--- src/rtl/dmem_ctrl.sv ---
// Data-memory access controller: turns MEM-stage load/store requests into
// SRAM-like bus transactions (address phase, then data phase) with lane steering.
module dmem_ctrl #(
    parameter int TIMEOUT_CYCLES = 255
) (
    input  logic        clk,
    input  logic        rst,
    input  logic        req_valid,
    input  logic        req_we,
    input  logic [1:0]  req_size,
    input  logic        req_unsigned,
    input  logic [31:0] req_addr,
    input  logic [31:0] req_wdata,
    output logic        req_ready,
    output logic        resp_valid,
    output logic [31:0] resp_rdata,
    output logic        addr_err,
    output logic        stallreq,
    output logic        timeout,
    output logic        data_sram_req,
    output logic        data_sram_wr,
    output logic [3:0]  data_sram_wen,
    output logic [31:0] data_sram_addr,
    output logic [31:0] data_sram_wdata,
    input  logic        data_sram_addr_ok,
    input  logic        data_sram_data_ok,
    input  logic [31:0] data_sram_rdata
);
    localparam int CW = (TIMEOUT_CYCLES < 1) ? 1 : $clog2(TIMEOUT_CYCLES + 1);

    typedef enum logic [1:0] {IDLE, ADDR, DATA, RESP} state_t;

    state_t        state_reg;
    logic          we_reg;
    logic          uns_reg;
    logic [1:0]    size_reg;
    logic [31:0]   addr_reg;
    logic [31:0]   wdata_reg;
    logic [CW-1:0] wait_reg;
    logic          timeout_reg;
    logic          err_reg;
    logic [31:0]   rdata_reg;

    logic          misaligned;
    logic          accept;
    logic [3:0]    lane_wen;
    logic [31:0]   lane_wdata;
    logic [31:0]   load_data;
    logic [7:0]    byte_sel;
    logic [15:0]   half_sel;
    logic [7:0]    rd_bytes [4];

    genvar gi;
    generate
        for (gi = 0; gi < 4; gi++) begin : g_bytes
            assign rd_bytes[gi] = data_sram_rdata[8*gi +: 8];
        end
    endgenerate

    always_comb begin
        misaligned = (req_size == 2'b11)
                  || (req_size == 2'b01 && req_addr[0])
                  || (req_size == 2'b10 && req_addr[1:0] != 2'b00);
        accept     = (state_reg == IDLE) && req_valid && !misaligned;
    end

    // Store lanes are derived from the latched request so they stay stable in ADDR.
    always_comb begin
        lane_wen   = 4'b0000;
        lane_wdata = 32'b0;
        if (we_reg) begin
            case (size_reg)
                2'b00: begin
                    lane_wen   = 4'b0001 << addr_reg[1:0];
                    lane_wdata = {4{wdata_reg[7:0]}};
                end
                2'b01: begin
                    lane_wen   = addr_reg[1] ? 4'b1100 : 4'b0011;
                    lane_wdata = {2{wdata_reg[15:0]}};
                end
                default: begin
                    lane_wen   = 4'b1111;
                    lane_wdata = wdata_reg;
                end
            endcase
        end
    end

    always_comb begin
        byte_sel  = rd_bytes[addr_reg[1:0]];
        half_sel  = addr_reg[1] ? data_sram_rdata[31:16] : data_sram_rdata[15:0];
        load_data = 32'b0;
        if (!we_reg) begin
            case (size_reg)
                2'b00:   load_data = {{24{!uns_reg && byte_sel[7]}}, byte_sel};
                2'b01:   load_data = {{16{!uns_reg && half_sel[15]}}, half_sel};
                default: load_data = data_sram_rdata;
            endcase
        end
    end

    always_ff @(posedge clk or posedge rst) begin
        if (rst) begin
            state_reg   <= IDLE;
            we_reg      <= 1'b0;
            uns_reg     <= 1'b0;
            size_reg    <= 2'b00;
            addr_reg    <= 32'b0;
            wdata_reg   <= 32'b0;
            wait_reg    <= '0;
            timeout_reg <= 1'b0;
            err_reg     <= 1'b0;
            rdata_reg   <= 32'b0;
        end else begin
            err_reg <= 1'b0;
            case (state_reg)
                IDLE: begin
                    if (req_valid && misaligned) begin
                        err_reg <= 1'b1;
                    end else if (accept) begin
                        we_reg    <= req_we;
                        uns_reg   <= req_unsigned;
                        size_reg  <= req_size;
                        addr_reg  <= req_addr;
                        wdata_reg <= req_wdata;
                        wait_reg  <= '0;
                        state_reg <= ADDR;
                    end
                end
                ADDR, DATA: begin
                    // Timeout only flags a slow bus; the transaction keeps waiting.
                    if (int'(wait_reg) < TIMEOUT_CYCLES)
                        wait_reg <= wait_reg + 1'b1;
                    if (int'(wait_reg) + 1 >= TIMEOUT_CYCLES)
                        timeout_reg <= 1'b1;
                    if (state_reg == ADDR) begin
                        if (data_sram_addr_ok)
                            state_reg <= DATA;
                    end else if (data_sram_data_ok) begin
                        rdata_reg <= load_data;
                        state_reg <= RESP;
                    end
                end
                default: begin
                    rdata_reg <= 32'b0;
                    state_reg <= IDLE;
                end
            endcase
        end
    end

    always_comb begin
        req_ready       = (state_reg == IDLE);
        resp_valid      = (state_reg == RESP) || err_reg;
        resp_rdata      = rdata_reg;
        addr_err        = err_reg;
        stallreq        = (state_reg == ADDR) || (state_reg == DATA) || accept;
        timeout         = timeout_reg;
        data_sram_req   = (state_reg == ADDR);
        data_sram_wr    = (state_reg == ADDR) && we_reg;
        data_sram_wen   = (state_reg == ADDR) ? lane_wen : 4'b0000;
        data_sram_addr  = (state_reg == ADDR) ? {addr_reg[31:2], 2'b00} : 32'b0;
        data_sram_wdata = (state_reg == ADDR) ? lane_wdata : 32'b0;
    end
endmodule

--- config.mk ---
export PLATFORM = sky130hd
export DESIGN_NAME = dmem_ctrl
export DESIGN_NICKNAME = d
export VERILOG_FILES = /design/src/rtl/dmem_ctrl.sv
export SDC_FILE = /design/constraint.sdc
export NUM_CORES = 1
export LEC_CHECK = 0
export BUFFER_PORTS_ARGS = -buffer_cell sky130_fd_sc_hd__clkbuf_2
export CORE_MARGIN = 2
export CORE_UTILIZATION = 46
export DETAILED_ROUTE_END_ITERATION = 6
export PLACE_DENSITY = 0.82
export SETUP_SLACK_MARGIN = 0.05
export SLEW_MARGIN = 20
export SYNTH_ARGS = -nofsm -noshare
export SYNTH_HDL_FRONTEND = slang
export SYNTH_SLANG_ARGS = --single-unit
export TNS_END_PERCENT = 50
--- constraint.sdc ---
create_clock -name clk -period 3.7 [get_ports clk]
set_clock_uncertainty 0.15 [all_clocks]
set_input_delay 0.74 -clock clk [delete_from_list [all_inputs] [get_ports clk]]
set_output_delay 0.74 -clock clk [all_outputs]
set_load 0.03 [all_outputs]
==> results of run 1 <==
-- routing by layer --
layer | track usage, % | share of wire, % | vias to the layer above | routed length (um)
met1 | 29.5 | 42 | 2485 | 6770
met3 | 6.95 | 7.7 | 25 | 1260
met5 | 0 | 0 | - | 0
met2 | 38.9 | 49 | 190 | 7960
met4 | 7.51 | 1.7 | 0 | 283
li1 | - | - | 2398 | -
-- power by group through the flow --
stage                     clock network [mW]  logic [mW]  registers, mW
after floorplan                            0        2.36           2.14
after global placement                     0        3.09           2.19
final                                  0.958        3.13           2.20
after detailed placement                   0        3.14           2.21
after global routing                    1.03        3.40           2.28
after CTS                              0.979        3.15           2.19
-- synth_stat cells (2+ instances only) --
master and n:
a21o_1 13, buf_6 4, o2bb2ai_1 2, and3_1 10, o21ai_0 3, nand3_1 3
o31ai_1 20, or2_2 2, a221oi_1 9, nor2_1 34, and2_1 30, nand2_1 51
mux2_4 2, a221o_1 2, buf_2 13, o211ai_1 2, a2111oi_0 6, ha_1 7
mux2_1 62, a21oi_1 22, nor3_1 3, o22ai_1 9, mux2_2 9, o21ai_1 9
o21bai_1 2, inv_1 13, mux2i_1 20, nand2b_1 3, a21oi_4 2, dfrtp_1 112
a211oi_1 9, buf_4 4, nor2b_1 32, clkbuf_1 22
-- metrics by stage --
step	setup WS (ns)	util (%)
final	0.703	58.7
after global routing	0.456	58.7
after CTS	0.685	58.7
after detailed placement	1.01	56.4
after global placement	1.04	56.4
after floorplan	0.800	-
-- final timing paths --
kind,from,to,slack [ns],cells after the start
max,state_reg[1]$_DFFE_PP0P_,data_sram_wdata[16],0.70,6
min,rst,resp_rdata[27]$_DFFE_PP0P_,0.30,2
max reg2reg,addr_reg[1]$_DFFE_PP0P_,resp_rdata[11]$_DFFE_PP0P_,1.08,4
min reg2reg,resp_rdata[3]$_DFFE_PP0P_,resp_rdata[3]$_DFFE_PP0P_,0.33,1
max in group asynchronous,rst,size_reg[1]$_DFFE_PP0P_,2.27,3
min in group clk,resp_rdata[3]$_DFFE_PP0P_,resp_rdata[3]$_DFFE_PP0P_,0.33,1
-- area by class of cell --
cell class / count / area share, %
Multi-Input combinational cell: 402 / 39.8
Clock inverter: 5 / 0.519
Sequential cell: 112 / 37.5
Clock buffer: 11 / 3.38
Inverter: 14 / 0.754
Timing Repair Buffer: 219 / 15.2
Tap cell: 172 / 2.88
-- critical path: cells and delay by family (launching register included) --
kind | cells | cell delay, ns
adders and majority gates | 1 | 0.17
and+or+nand+nor | 2 | 0.50
DFF | 1 | 0.41
buffers and inverters | 3 | 0.67
-- cells by family (layout without fill, tap and decap cells) --
family | after synthesis | in the layout | share of synthesized area (%)
AO/OA/AOI/OAI | 120 | 120 | 14.8
flip-flops | 112 | 112 | 46.4
buffers and inverters | 57 | 249 | 4.56
multiplexers | 94 | 94 | 17.4
adder cells (fa/ha/maj) | 7 | 7 | 1.45
other | 1 | 2 | 0.0621
XOR/XNOR | 1 | 1 | 0.145
AND/OR/NAND/NOR | 178 | 178 | 15.1
==> metrics.md, run 1 <==
| Metric | Value |
|---|---|
| Status | finished clean |
| CTS Buf Count | 9 |
| Worst setup SP type | register |
| Final Cell Area | 0.00747 mm^2 |
| Crit Path Category | register to output port |
| Switching share of power | 46.1% |
| IO Pins | 212 |
| Die area | 0.0141 mm^2 |
| Switching pwr | 2.90 mW |
| GRT Total Usage | 23.5% |
| Initial drt markers | 346 |
| Placed cell count | 919 |
| F_max | 334 MHz |
| Rel. slew slack | 30.3% |
| Power per cell area | 842 mW/mm^2 |
| Reg area | 0.00280 mm^2 |
| DRT Wirelength | 16.3 mm |
| TNS Setup | 0 ns |
| Post-synthesis sequential area ratio | 46.4% |
| Clk slew on worst S/H paths | 0.08 ns |
| # setup viols final | 0 |
| Post-route minimum period | 3.00 ns |
| Clock network power share | 15.2% |
| Crit-path cells | inv_1, ha_1, nand2_1, buf_4, nor2_1, clkbuf_2 |
| Share of layout cells above drive strength 1 | 34.3% |
| FP Rows | 41 |
| WHS | 0.297 ns |
| Post-place instance area | 0.00718 mm^2 |
| Post_cts resized | 0 |
| Synth Area per Inst | 10.6 um^2 |
| CP max stage cell | dfrtp_1 |
| Min-Delay Path Class | input port to asynchronous set/reset pin |
| CTS max path bufs | 2 |
| Fillers | 1148 |
| Setup Fix Bufs, Post-CTS | 0 |
| Final period utilization | 81.0% |
| Number of global-route vias before repair | 5160 |
| Post-synth ARST share | 100% |
| Sequential share of power | 34.9% |
| Slew @ Worst Pin | 1.05 ns |
| Core footprint | 0.0127 mm^2 |
| Fin cells | 935 |
| IO buf count | 209 |
| Netlist cell types | 58 |
| Multi-input gate area | 0.00297 mm^2 |
| VDD IR max | 532 uV |
| Critical Path RT | 2.81 ns |
| WL/cell | 17.4 um |
| Total global routing overflow | 0 |
| Diodes inserted | 0 |
| Post-synth EDFFs | 0 |
| Top_reg_cell synth | dfrtp_1 |
| CP Capture Type | output port |
| Final HPWL DP | 11.8 mm |
| RSZ-0062 raised after global routing | false |
| Vias/cell | 5.45 |
| H-tree Lvls | 3 |
| Total power | 6.29 mW |
| Slew Limit Fails | 0 |
| Crit-path max cell delay | 0.41 ns |
| Clk sink count | 112 |
| Die Y | 119 um |
| Most frequent cells in the layout | clkbuf_2, dfrtp_1, mux2_1 |
| Post-route ant nets | 0 |
| Cell Area, Synth | 0.00604 mm^2 |
| Synth area leader | dfrtp_1 |
| Static leakage | 3.74 nW |
| Initial Utilization | 47.5% |
| P_int | 3.39 mW |
| Critical Path AT | 2.11 ns |
| Root Driver | clkbuf_16 |
| Max Cap Viol | 0 |
| Worst Path Max Fanout | 17 |
| # DRC | 0 |
| Largest cells by area after synthesis | dfrtp_1, mux2_1, mux2i_1, nor2b_1, nand2_1 |
| Flops & latches, synth | 112 |
| Final hold vios | 0 |
| CTS Hold Bufs | 0 |
| Post-Syn Instances | 570 |
| Largest net degree at the start of global routing | 69 |
| Initial antenna violation count | 0 |
| Comb pwr share | 49.8% |
| Placer Congestion | 0.843 |
| Synth Warn # | 0 |
| Horiz. Die Dim | 119 um |
| Detailed-route via count | 5098 |
| Later-pin clock latency in the skew report | 0.35 ns |
| Layout area overhead | 23.8% |
| Post-layout nets | 870 |
| Wire length of the first global-routing pass | 26.3 mm |
| Top cell type's share of synthesized area | 46.4% |
| Pre-antenna DRT Iters | 4 |
| CTS tree | done |
| Commonest non-fill, non-tap cell in the layout | clkbuf_2 |
No activity file was read; power rests on OpenSTA's default activity.
==> inputs of run 2 (changes only) <==
--- a/config.mk
+++ b/config.mk
@@ -7,9 +7,9 @@
 export LEC_CHECK = 0
 export BUFFER_PORTS_ARGS = -buffer_cell sky130_fd_sc_hd__clkbuf_2
 export CORE_MARGIN = 2
-export CORE_UTILIZATION = 46
+export CORE_UTILIZATION = 51
 export DETAILED_ROUTE_END_ITERATION = 6
-export PLACE_DENSITY = 0.82
+export PLACE_DENSITY = 0.86
 export SETUP_SLACK_MARGIN = 0.05
 export SLEW_MARGIN = 20
 export SYNTH_ARGS = -nofsm -noshare
==> constraint.sdc (replaced) <==
create_clock -name clk -period 3.1 [get_ports clk]
set_clock_uncertainty 0.15 [all_clocks]
set_input_delay 0.62 -clock clk [delete_from_list [all_inputs] [get_ports clk]]
set_output_delay 0.62 -clock clk [all_outputs]
set_load 0.03 [all_outputs]
==> run 2 against run 1 <==
Compared with the run above: sequential share of layout area shrank 0.26 points; total power grew 23%; via count rose by 2.5%; critical path depth shrank 2; non-clock buffer count increased by 2; cell area increased by 0.69%; first-iteration DRC count fell by 8.1%; clock power increased by 37%; wire length rose by 1.3%; critical endpoint is now data_sram_wen[3].
==> metrics.md, run 2 (synthesis gave the netlist of run 1 again) <==
| Metric | Value |
|---|---|
| Initial Utilization | 52.6% |
| Crit path launch | size_reg[0]$_DFFE_PP0P_ |
| Final HPWL DP | 12.1 mm |
| Multi-input gate area | 0.00297 mm^2 |
| Slew @ Worst Pin | 0.908 ns |
| Most frequent cells in the layout | clkbuf_2, dfrtp_1, mux2_1 |
| Final Core Density | 65.6% |
| Reg area | 0.00280 mm^2 |
| H-tree Lvls | 3 |
| RSZ-0062 raised after global routing | false |
| Clk sink count | 112 |
| CTS tree | done |
| Worst Path Max Fanout | 12 |
| Initial antenna violation count | 1 |
| Critical Path AT | 2.06 ns |
| Crit Path Category | register to output port |
| Wire length of the first global-routing pass | 26.3 mm |
| Worst setup SP type | register |
| # setup viols final | 0 |
| Clock network power share | 16.9% |
| Status | finished clean |
| CTS max path bufs | 2 |
| Clk slew on worst S/H paths | 0.07 ns |
| Switching pwr | 3.53 mW |
| Layout area overhead | 24.6% |
| Max Cap Viol | 0 |
| Placer Congestion | 0.899 |
| Rel. slew slack | 39.3% |
| Initial drt markers | 318 |
| F_max | 354 MHz |
| TNS Setup | 0 ns |
| WL/cell | 18.1 um |
| Detailed-route via count | 5225 |
| Final hold vios | 0 |
| CTS Hold Bufs | 0 |
| Comb pwr share | 49.8% |
| IO Pins | 212 |
| P_int | 4.22 mW |
| Setup Fix Bufs, Post-CTS | 0 |
| Total global routing overflow | 0 |
| Root Driver | clkbuf_16 |
| Min-Delay Path Class | input port to asynchronous set/reset pin |
| Slew Limit Fails | 0 |
| Pre-antenna DRT Iters | 4 |
| CTS Buf Count | 9 |
| Share of layout cells above drive strength 1 | 34.5% |
| # DRC | 0 |
| Post-route minimum period | 2.83 ns |
| IO buf count | 209 |
| FP Rows | 39 |
| GRT Total Usage | 26.1% |
| DRT Wirelength | 16.5 mm |
| Fillers | 900 |
| Worst r2r src | state_reg[1]$_DFFE_PP0P_ |
| Diodes inserted | 0 |
| Number of global-route vias before repair | 5181 |
| Post-route ant nets | 0 |
| VDD IR max | 680 uV |
| Final period utilization | 91.1% |
| Die area | 0.0127 mm^2 |
| Switching share of power | 45.5% |
| Sequential share of power | 33.2% |
| Core footprint | 0.0115 mm^2 |
| Fin cells | 908 |
| Static leakage | 3.79 nW |
| CP Capture Type | output port |
| Post_cts resized | 0 |
| Commonest non-fill, non-tap cell in the layout | clkbuf_2 |
| Critical Path RT | 2.33 ns |
| Post-layout nets | 872 |
| Vias/cell | 5.75 |
| Later-pin clock latency in the skew report | 0.36 ns |
| Power per cell area | 1030 mW/mm^2 |
| WHS | 0.283 ns |
| Horiz. Die Dim | 113 um |
| Placed cell count | 892 |
| Largest net degree at the start of global routing | 69 |
| Die Y | 113 um |
run 2: cell types whose count changed in the layout (fill, tap and decap cells not counted), sizes merged:
cell,before,now
clkinv,3,2
inv,14,15
bufinv,0,2
buf,10,12
clkbuf,220,219
clkinvlp,2,1
run 2: path summary, 6_finish.rpt:
check                                        endpoint  slack, ns  cells after the start
setup / recovery                     data_sram_wen[3]       0.27                      4
hold / removal             resp_rdata[16]$_DFFE_PP0P_       0.28                      2
setup reg to reg              wait_reg[7]$_DFFE_PP0P_       0.59                      6
hold reg to reg            resp_rdata[17]$_DFFE_PP0P_       0.33                      2
max in group asynchronous    addr_reg[25]$_DFFE_PP0P_       1.82                      3
min in group clk            wdata_reg[30]$_DFFE_PP0P_       0.31                      2
run 2: stage by stage:
stage / power [mW] / setup WS (ns) / cell area (um^2)
3_3_place_gp: 6.29 / 0.700 / 7180
2_1_floorplan: 5.37 / 0.320 / 6040
5_1_grt: 8.21 / 0.172 / 7520
4_1_cts: 7.78 / 0.244 / 7520
6_report: 7.75 / 0.275 / 7520
3_5_place_dp: 6.44 / 0.616 / 7180
run 2: final cells by class:
| class | instances | share of cell area (%) |
|---|---|---|
| clock inverter | 6 | 1.33 |
| sequential | 112 | 37.3 |
| clock buffer | 10 | 3.18 |
| timing repair buffer | 221 | 15.6 |
| inverter | 14 | 0.749 |
| multi-input combinational | 402 | 39.5 |
| tap | 143 | 2.38 |
run 2: critical path, stage by stage, from the launching register on:
cell	delay, ns
dfrtp_1	0.58
or2_2	0.49
o21ai_0	0.30
nor2_1	0.12
clkbuf_2	0.20
run 2: layer usage:
layer | track usage (%) | wire [um] | up-vias | part of all wire, %
met5 | 0 | 13 | - | 0.079
met4 | 9.19 | 408 | 2 | 2.5
met3 | 7.98 | 1280 | 38 | 7.8
met2 | 43.4 | 8060 | 236 | 49
met1 | 32.5 | 6710 | 2555 | 41
li1 | - | - | 2394 | -
run 2: power groups by stage:
| stage | clock [mW] | sequential, mW | combinational, mW |
|---|---|---|---|
| floorplan | 0 | 2.55 | 2.81 |
| global placement | 0 | 2.54 | 3.75 |
| detailed placement | 0 | 2.59 | 3.85 |
| CTS | 1.34 | 2.57 | 3.87 |
| global route | 1.39 | 2.66 | 4.16 |
| finish | 1.31 | 2.58 | 3.87 |
